--- config.mk ---
export PLATFORM = sky130hd
export DESIGN_NAME = ps2_key_event_flat
export DESIGN_NICKNAME = d
export VERILOG_FILES = /design/src/rtl/ps2_key_event_if.sv /design/src/rtl/ps2_key_event.sv /design/src/flat_wrapper.sv
export SDC_FILE = /design/constraint.sdc
export NUM_CORES = 1
export LEC_CHECK = 0
export BUFFER_PORTS_ARGS = -buffer_cell sky130_fd_sc_hd__buf_4
export CAP_MARGIN = 10
export CORE_MARGIN = 8
export CORE_UTILIZATION = 63
export CTS_BUF_LIST = sky130_fd_sc_hd__clkbuf_8
export DETAILED_ROUTE_END_ITERATION = 7
export GPL_TIMING_DRIVEN = 0
export PLACE_DENSITY = 0.83
export SYNTH_ARGS = -nofsm -noshare
export SYNTH_HDL_FRONTEND = slang
export SYNTH_SLANG_ARGS = --single-unit
--- constraint.sdc ---
create_clock -name clk -period 2.1 [get_ports clk]
set_input_delay 0.42 -clock clk [delete_from_list [all_inputs] [get_ports clk]]
set_output_delay 0.42 -clock clk [all_outputs]
set_load 0.01 [all_outputs]
--- src/rtl/ps2_key_event_if.sv ---
// rtl/ps2_key_event_if.sv - scan-code input and key-event output handshake bundle
//
// Groups the byte strobe coming from the PS/2 frame receiver and the
// valid/ready key-event stream going to the ASCII/display stage.
//   code_valid, code : one-cycle strobe plus scan-code byte (master -> slave)
//   ev_valid         : head event presented (slave -> master)
//   ev_ready         : consumer accepts the head event (master -> slave)
//   ev_code/ev_ext/ev_brk : head event fields (slave -> master)
// The decoder instantiates the slave modport; the driving side uses master.
interface ps2_key_event_if;
  logic       code_valid;
  logic [7:0] code;
  logic       ev_valid;
  logic       ev_ready;
  logic [7:0] ev_code;
  logic       ev_ext;
  logic       ev_brk;

  modport master (
    output code_valid,
    output code,
    output ev_ready,
    input  ev_valid,
    input  ev_code,
    input  ev_ext,
    input  ev_brk
  );

  modport slave (
    input  code_valid,
    input  code,
    input  ev_ready,
    output ev_valid,
    output ev_code,
    output ev_ext,
    output ev_brk
  );
endinterface

--- src/rtl/ps2_key_event.sv ---
// rtl/ps2_key_event.sv - PS/2 set-2 prefix decoder, key-event FIFO and make counter
//
// Turns E0/F0-prefixed scan-code byte sequences into single key events
// {code, ext, brk}, buffers them in a DEPTH-entry FIFO and counts accepted
// make events.
//   clk       : system clock, rising edge
//   resetn    : asynchronous active-low reset
//   bus       : ps2_key_event_if.slave (byte strobe in, event stream out)
//   key_count : accepted make events, wraps 255 -> 0
//   overflow  : sticky, an event was dropped because the FIFO was full
//   ovf_clr   : synchronous clear of overflow (a same-cycle drop wins)
// Optional build macro PS2_TYPEMATIC_FILTER_EN: suppresses typematic repeats
// of the most recently pressed key.
module ps2_key_event #(
  parameter int DEPTH = 8
) (
  input  logic                  clk,
  input  logic                  resetn,
  ps2_key_event_if.slave        bus,
  output logic [7:0]            key_count,
  output logic                  overflow,
  input  logic                  ovf_clr
);

  localparam int AW = $clog2(DEPTH);

  typedef enum logic [1:0] {
    IDLE     = 2'd0,
    PRE_E0   = 2'd1,
    PRE_F0   = 2'd2,
    PRE_E0F0 = 2'd3
  } state_e;

  state_e     state_q, state_d;
  logic       emit;
  logic       emit_ext;
  logic       emit_brk;
  logic [7:0] emit_code;

  // Bytes that the keyboard sends outside of key sequences (self-test pass,
  // ack, resend, pause prefix). Only dropped when no prefix is pending.
  function automatic logic is_noise(input logic [7:0] b);
    return (b == 8'hAA) || (b == 8'hFA) || (b == 8'hFE) || (b == 8'hE1);
  endfunction

  // ---------------------------------------------------------------------------
  // Prefix decoder
  // ---------------------------------------------------------------------------
  always_ff @(posedge clk or negedge resetn) begin
    if (!resetn) begin
      state_q <= IDLE;
    end else begin
      state_q <= state_d;
    end
  end

  always_comb begin
    state_d   = state_q;
    emit      = 1'b0;
    emit_ext  = 1'b0;
    emit_brk  = 1'b0;
    emit_code = bus.code;
    if (bus.code_valid) begin
      unique case (state_q)
        IDLE: begin
          if (bus.code == 8'hE0) begin
            state_d = PRE_E0;
          end else if (bus.code == 8'hF0) begin
            state_d = PRE_F0;
          end else if (!is_noise(bus.code)) begin
            emit = 1'b1;
          end
        end
        PRE_E0: begin
          if (bus.code == 8'hF0) begin
            state_d = PRE_E0F0;
          end else if (bus.code != 8'hE0) begin
            emit     = 1'b1;
            emit_ext = 1'b1;
            state_d  = IDLE;
          end
        end
        PRE_F0: begin
          if (bus.code == 8'hE0) begin
            state_d = PRE_E0F0;
          end else if (bus.code != 8'hF0) begin
            emit     = 1'b1;
            emit_brk = 1'b1;
            state_d  = IDLE;
          end
        end
        PRE_E0F0: begin
          if ((bus.code != 8'hE0) && (bus.code != 8'hF0)) begin
            emit     = 1'b1;
            emit_ext = 1'b1;
            emit_brk = 1'b1;
            state_d  = IDLE;
          end
        end
        default: state_d = IDLE;
      endcase
    end
  end

  // ---------------------------------------------------------------------------
  // Typematic repeat filter
  // ---------------------------------------------------------------------------
  logic suppress;

`ifdef PS2_TYPEMATIC_FILTER_EN
  logic       held_q, held_d;
  logic [7:0] held_code_q, held_code_d;
  logic       held_ext_q, held_ext_d;
  logic       held_match;

  assign held_match = held_q && (emit_code == held_code_q) && (emit_ext == held_ext_q);

  always_comb begin
    suppress    = emit && !emit_brk && held_match;
    held_d      = held_q;
    held_code_d = held_code_q;
    held_ext_d  = held_ext_q;
    if (emit && !emit_brk && !held_match) begin
      held_d      = 1'b1;
      held_code_d = emit_code;
      held_ext_d  = emit_ext;
    end else if (emit && emit_brk && held_match) begin
      held_d = 1'b0;
    end
  end

  always_ff @(posedge clk or negedge resetn) begin
    if (!resetn) begin
      held_q      <= 1'b0;
      held_code_q <= 8'h00;
      held_ext_q  <= 1'b0;
    end else begin
      held_q      <= held_d;
      held_code_q <= held_code_d;
      held_ext_q  <= held_ext_d;
    end
  end
`else
  always_comb begin
    suppress = 1'b0;
  end
`endif

  // ---------------------------------------------------------------------------
  // Event FIFO: entries are {ext, brk, code}
  // ---------------------------------------------------------------------------
  logic [9:0]  mem_q [DEPTH];
  logic [AW:0] wr_ptr_q, wr_ptr_d;
  logic [AW:0] rd_ptr_q, rd_ptr_d;
  logic        full;
  logic        empty;
  logic        push_req;
  logic        push_ok;
  logic        pop;
  logic        drop;
  logic [9:0]  head;

  // Extra pointer MSB distinguishes full from empty when the low bits match.
  assign empty    = (wr_ptr_q == rd_ptr_q);
  assign full     = (wr_ptr_q[AW] != rd_ptr_q[AW]) &&
                    (wr_ptr_q[AW-1:0] == rd_ptr_q[AW-1:0]);
  assign push_req = emit && !suppress;
  assign pop      = !empty && bus.ev_ready;
  // A pop in the same cycle frees the slot the push lands in.
  assign push_ok  = push_req && (!full || pop);
  assign drop     = push_req && full && !pop;

  assign wr_ptr_d = push_ok ? wr_ptr_q + 1'b1 : wr_ptr_q;
  assign rd_ptr_d = pop     ? rd_ptr_q + 1'b1 : rd_ptr_q;

  always_ff @(posedge clk or negedge resetn) begin
    if (!resetn) begin
      wr_ptr_q <= '0;
      rd_ptr_q <= '0;
    end else begin
      wr_ptr_q <= wr_ptr_d;
      rd_ptr_q <= rd_ptr_d;
    end
  end

  // Storage is reset so the head fields read zero while empty after reset.
  always_ff @(posedge clk or negedge resetn) begin
    if (!resetn) begin
      for (int i = 0; i < DEPTH; i++) begin
        mem_q[i] <= '0;
      end
    end else if (push_ok) begin
      mem_q[wr_ptr_q[AW-1:0]] <= {emit_ext, emit_brk, emit_code};
    end
  end

  assign head         = mem_q[rd_ptr_q[AW-1:0]];
  assign bus.ev_valid = !empty;
  assign bus.ev_ext   = head[9];
  assign bus.ev_brk   = head[8];
  assign bus.ev_code  = head[7:0];

  // ---------------------------------------------------------------------------
  // Make counter and sticky overflow
  // ---------------------------------------------------------------------------
  logic [7:0] key_count_q, key_count_d;
  logic       overflow_q, overflow_d;

  always_comb begin
    key_count_d = key_count_q;
    if (push_ok && !emit_brk) begin
      key_count_d = key_count_q + 8'd1;
    end
    overflow_d = overflow_q;
    if (drop) begin
      overflow_d = 1'b1;
    end else if (ovf_clr) begin
      overflow_d = 1'b0;
    end
  end

  always_ff @(posedge clk or negedge resetn) begin
    if (!resetn) begin
      key_count_q <= 8'h00;
      overflow_q  <= 1'b0;
    end else begin
      key_count_q <= key_count_d;
      overflow_q  <= overflow_d;
    end
  end

  assign key_count = key_count_q;
  assign overflow  = overflow_q;

endmodule

--- src/flat_wrapper.sv ---
// flat-port wrapper written by rule: the top's interface ports become plain ports
module ps2_key_event_flat 
#(
  parameter int DEPTH = 8
)
  (clk, resetn, key_count, overflow, ovf_clr, bus_code_valid, bus_code, bus_ev_ready, bus_ev_valid, bus_ev_code, bus_ev_ext, bus_ev_brk);
  ps2_key_event_if bus_i ();
  input  logic clk;
  input  logic resetn;
  output logic [7:0] key_count;
  output logic overflow;
  input  logic ovf_clr;
  input wire logic [$bits(bus_i.code_valid)-1:0] bus_code_valid;
  input wire logic [$bits(bus_i.code)-1:0] bus_code;
  input wire logic [$bits(bus_i.ev_ready)-1:0] bus_ev_ready;
  output wire logic [$bits(bus_i.ev_valid)-1:0] bus_ev_valid;
  output wire logic [$bits(bus_i.ev_code)-1:0] bus_ev_code;
  output wire logic [$bits(bus_i.ev_ext)-1:0] bus_ev_ext;
  output wire logic [$bits(bus_i.ev_brk)-1:0] bus_ev_brk;
  assign bus_i.code_valid = bus_code_valid;
  assign bus_i.code = bus_code;
  assign bus_i.ev_ready = bus_ev_ready;
  assign bus_ev_valid = bus_i.ev_valid;
  assign bus_ev_code = bus_i.ev_code;
  assign bus_ev_ext = bus_i.ev_ext;
  assign bus_ev_brk = bus_i.ev_brk;
  ps2_key_event #(.DEPTH(DEPTH)) u_core (.clk(clk), .resetn(resetn), .bus(bus_i), .key_count(key_count), .overflow(overflow), .ovf_clr(ovf_clr));
endmodule
Word level (Yosys, flattened, before mapping)
Index checks and enable logic that the tools add are counted.
{"block": "classes", "magnitude_cmp": 3, "n_eq_ne": 18, "bitwise": 2, "reduce_logical": 19, "muxes": 30, "addsub": 3}
{"op": "$bwmux W80", "n": 1}
{"op": "$eq A8 B8 Y1 const B", "n": 6}
{"op": "$bmux W10 S3", "n": 1}
{"op": "$demux W10 S3", "n": 1}
{"op": "$mux W10", "n": 3}
{"op": "$ne A8 B8 Y1 const B", "n": 2}
{"op": "$mux W2", "n": 7}
{"op": "$mux W1", "n": 13}
{"op": "$ne A3 B1 Y1 const B", "n": 3}
{"op": "$add A4 B1 Y4 const B", "n": 2}
{"op": "$add A8 B1 Y8 const B", "n": 1}
{"op": "$ge A4 B4 Y1 const B", "n": 2}
{"op": "$logic_and A1 B1 Y1", "n": 8}
{"op": "$not A3 Y4", "n": 2}
{"op": "$pmux W2 S4", "n": 1}
{"op": "$reduce_and A5 Y1", "n": 1}
{"op": "$eq A2 B2 Y1 const B", "n": 2}
{"op": "$eq A4 B4 Y1", "n": 1}
{"op": "$logic_not A1 Y1", "n": 4}
{"op": "$logic_or A1 B1 Y1", "n": 4}
{"op": "$lt A4 B1 Y1 const B", "n": 1}
{"op": "$pmux W1 S2", "n": 2}
{"op": "$pmux W1 S4", "n": 1}
{"op": "$eq A3 B3 Y1", "n": 1}
{"op": "other kinds (5)", "n": 5}
{"block": "totals", "out_inout_bits": 20, "ff_bits": 99, "in_bits": 13, "word_cells": 88}

Longest topological paths before layout
{"block": "logic_depth", "ltp_word": 12, "mapped_depth": 8, "mapped_depth_nobuf": 5}

Worst setup path before layout
Ideal clock, no wire load.
{"block": "synth_path", "kind": "register to output", "startpoint": "register u_core.rd_ptr_q[0]", "endpoint": "output bus_ev_code[0]", "path_slack_ps": 87, "t_arrival_ps": 1593, "required_ps": 1680, "path_buffers": 2, "stages_incl_launch_ff": 5, "path_cell_list": "dfrtp_1 -> buf_2 -> buf_2 -> mux4_2 -> mux2_2"}
{"block": "synth_between", "elab_chain_len": 4}
{"item": "from (decl)", "line_no": "ps2_key_event.sv:154", "text": "logic [AW:0] rd_ptr_q, rd_ptr_d;"}
{"item": "from (signal assigned)", "line_no": "ps2_key_event.sv:182", "text": "rd_ptr_q <= rd_ptr_d;"}
{"item": "$not A3 Y4 (not written as such)", "line_no": "ps2_key_event.sv:197", "text": "assign head = mem_q[rd_ptr_q[AW-1:0]];"}
{"item": "$bmux W10 S3", "line_no": "ps2_key_event.sv:197"}
{"item": "$mux W10 (not written as such) (2 in a row)", "line_no": "ps2_key_event.sv:197"}
{"item": "to (decl)", "line_no": "flat_wrapper.sv:17", "text": "output wire logic [$bits(bus_i.ev_code)-1:0] bus_ev_code;"}
Every way passes these cells. The select of a mux whose other input is x is not followed.

Worst setup path after layout
{"block": "layout_path", "startpoint": "register u_core.rd_ptr_q[0]", "endpoint": "output bus_ev_ext"}
{"block": "layout_between", "elab_chain_len": 4}
{"item": "$not A3 Y4 (not written as such)", "line_no": "ps2_key_event.sv:197"}
{"item": "$bmux W10 S3", "line_no": "ps2_key_event.sv:197"}
{"item": "$mux W10 (not written as such) (2 in a row)", "line_no": "ps2_key_event.sv:197"}
{"item": "to (decl)", "line_no": "flat_wrapper.sv:18", "text": "output wire logic [$bits(bus_i.ev_ext)-1:0] bus_ev_ext;"}
Every way passes these cells. The select of a mux whose other input is x is not followed.

==> metrics.cfg <==
[run_status]
outcome=complete, but fails checks
violations=negative setup slack

[detailed_routing]
drtPass1Iterations=4
num_vias=2839
wl_per_cell_um=22.1
ant_nets=0
post-route-drc-count=0
drtIter0Drc=105
viasPerCell=6.00
totalWireLength_mm=10.4

[timing]
finClkSkew_ps=11.3
slew_viol_final=0
hold_violations=0
finalWorstSetupSlack_ps=-321
rsz0062_at_grt=yes
min_period_ps=2420
tightestPinTransition_ps=571
maxSlewHeadroom=0.618
hold_ws_ps=2.45
setup_viol=10
setup_tns_ps=-3100
post-route-period-util=1.15
max_freq_ghz=0.413

[clock_network]
htree_num_levels=3
cts_root_buffer=clkbuf_8
cts_max_path_buffers=2
clk_pin_slew_ps=90
cts_inserted_buffers=9
worstSkewPairLatency_ps=380
tritoncts=done
clkSinkCount=99

[floorplan]
initial_utilization=0.644
ios=33
rows=32
die_y_um=104
die_width_um=104
core_mm2=0.00765
dieArea_mm2=0.0109

[synthesis]
synth_enable_flop_cells=0
synthCells=316
yosysWarnings=0
synth_area_mm2=0.00493
yosys_register_bits=99
syn-mean-instance-area_um2=15.6
synthFlopType=dfrtp_1
yosysSeqAreaShare=0.503
syn_nets=332
synth_cell_type_count=35
synthArstFlopShare=1.00

[global_route]
antenna_found_initial=0
track_usage=0.188
grt_max_degree=100
overflow=0
grt_pass1_wl_mm=16.1
grt_pass1_vias=3021

[critical_path]
path_class=register to output port
startpoint=u_core.rd_ptr_q[0]
rr_endpoint=u_core.mem_q[29]
crit_arrival_ps=2000
r2r_cells=9
crit_required_ps=1680
rrSetupSlack_ps=30
crit_path_start_kind=register
critPathCapture=bus_ev_ext
crit_path_end_kind=output port
reg2reg_from=u_core.rd_ptr_q[0]
crit_fanout=7

[pwr]
swShare=0.328
ir_drop_uv=767
pwr-share-seq=0.368
p_int_w=0.00613
power.density_mw_per_mm2=1590
power.total_w=0.00912
p_leak_nw=2.69
switching_power_w=0.00299
clkPwrFrac=0.121
combinationalPowerShare=0.511

[final_layout]
diodes=0
nets=382
fin_cells=473
nFillCells=468
drive_above_1_share=0.520
syn_to_final_growth_pct=16.0

[placed_design]
routabilityCongestion=0.766
port_buffers=26
detailed_place_hpwl_mm=6.13
place_inst=444

[hold_path]
hp-class=primary input to async pin

[job]
drv_cap=0

[power groups by stage]
stage / clock (W) / sequential [W] / combinational [W]
final: 0.00110 / 0.00335 / 0.00466
after CTS: 0.00112 / 0.00333 / 0.00435
after global routing: 0.00118 / 0.00346 / 0.00500
after floorplan: 0 / 0.00321 / 0.00300
after global placement: 0 / 0.00329 / 0.00391
after detailed placement: 0 / 0.00335 / 0.00401
[routing by layer]
metal,track usage,vias to the layer above,routed length [um]
li1,-,1254,-
met1,0.238,1496,4570
met2,0.306,70,5120
met3,0.0483,19,487
met4,0.0672,0,252
met5,0,-,0
[flip-flops by register name, summed over array words and instances, names as in the netlist]
name / flops
u_core.mem_q: 80
u_core.key_count: 8
u_core.rd_ptr_q: 4
u_core.wr_ptr_q: 4
u_core.state_q: 2
u_core.overflow: 1
[layout by cell type, fill, tap and decap left out, types with 8 or more instances in the layout]
master    Yosys  layout
clkbuf_8      0      10
buf_4         2      29
xnor2_1      14      14
buf_6         7      12
mux2_2       44      39
and3_1        9       9
mux2_4       39      44
mux2_1       10      10
dfrtp_1      99      99
mux4_2       20      20
nand4_1       8       8
[synthesized netlist by cell type (all sizes together), types with 6 or more instances]
cell type | n | area, um^2
mux2 | 93 | 1190
xnor2 | 14 | 123
nor2 | 6 | 22.5
nand3 | 6 | 52.6
buf | 18 | 139
dfrtp | 99 | 2480
clkbuf | 8 | 32.5
nand4 | 11 | 114
nand2 | 6 | 30.0
and3 | 9 | 56.3
mux4 | 20 | 450
[stage by stage]
step / worst slack [ps] / instance area, um^2 / utilization
finish: -321 / 5720 / 0.748
global route: -385 / 5720 / 0.748
CTS: -344 / 5530 / 0.723
detailed placement: -249 / 5250 / 0.687
global placement: -254 / 5250 / 0.687
floorplan: 86.6 / 4930 / -
[critical path, stage by stage (launching register included)]
cell and delay [ps]:
dfrtp_1 370, buf_6 170, clkbuf_16 170, mux4_2 500, mux2_4 280, buf_6 120
[cell families after synthesis]
| group | count (synthesis) | synth area share |
|---|---|---|
| muxes | 113 | 0.334 |
| DFF | 99 | 0.503 |
| and+or+nand+nor | 49 | 0.0792 |
| buffers and inverters | 28 | 0.0363 |
| xor gates and xnor gates | 17 | 0.0302 |
| AOI/OAI and AO/OA | 7 | 0.0102 |
| adders and majority gates | 3 | 0.00762 |
[what timing repair did]
action                     CTS  global route
setup endpoints to repair   11            21
pin swaps                    1             0
resized for setup           25            12
buffers inserted             3             6
gates cloned                 0             3
hold buffers                 0             0
[worst min-delay path by stage]
stage / from / to / slack, ps / cells past startpoint
after floorplan: resetn / u_core.key_count[0] / 120 / 0
after global placement: u_core.mem_q[26] / u_core.mem_q[26] / 470 / 1
after detailed placement: u_core.key_count[7] / u_core.key_count[7] / 470 / 1
after CTS: bus_code_valid / u_core.state_q[0] / 320 / 3
after global routing: resetn / u_core.mem_q[37] / 30 / 1
final: resetn / u_core.mem_q[37] / 2 / 1
[final cells by class]
cell class	instances	area (um^2)	area share
Multi-Input combinational cell	190	2330	0.407
Sequential cell	99	2480	0.433
Tap cell	102	128	0.0223
Buffer	26	236	0.0414
Clock inverter	6	33.8	0.00591
Inverter	2	7.51	0.00131
Timing Repair Buffer	38	370	0.0648
Clock buffer	10	138	0.0241
Power figures use the tool's default switching activity.
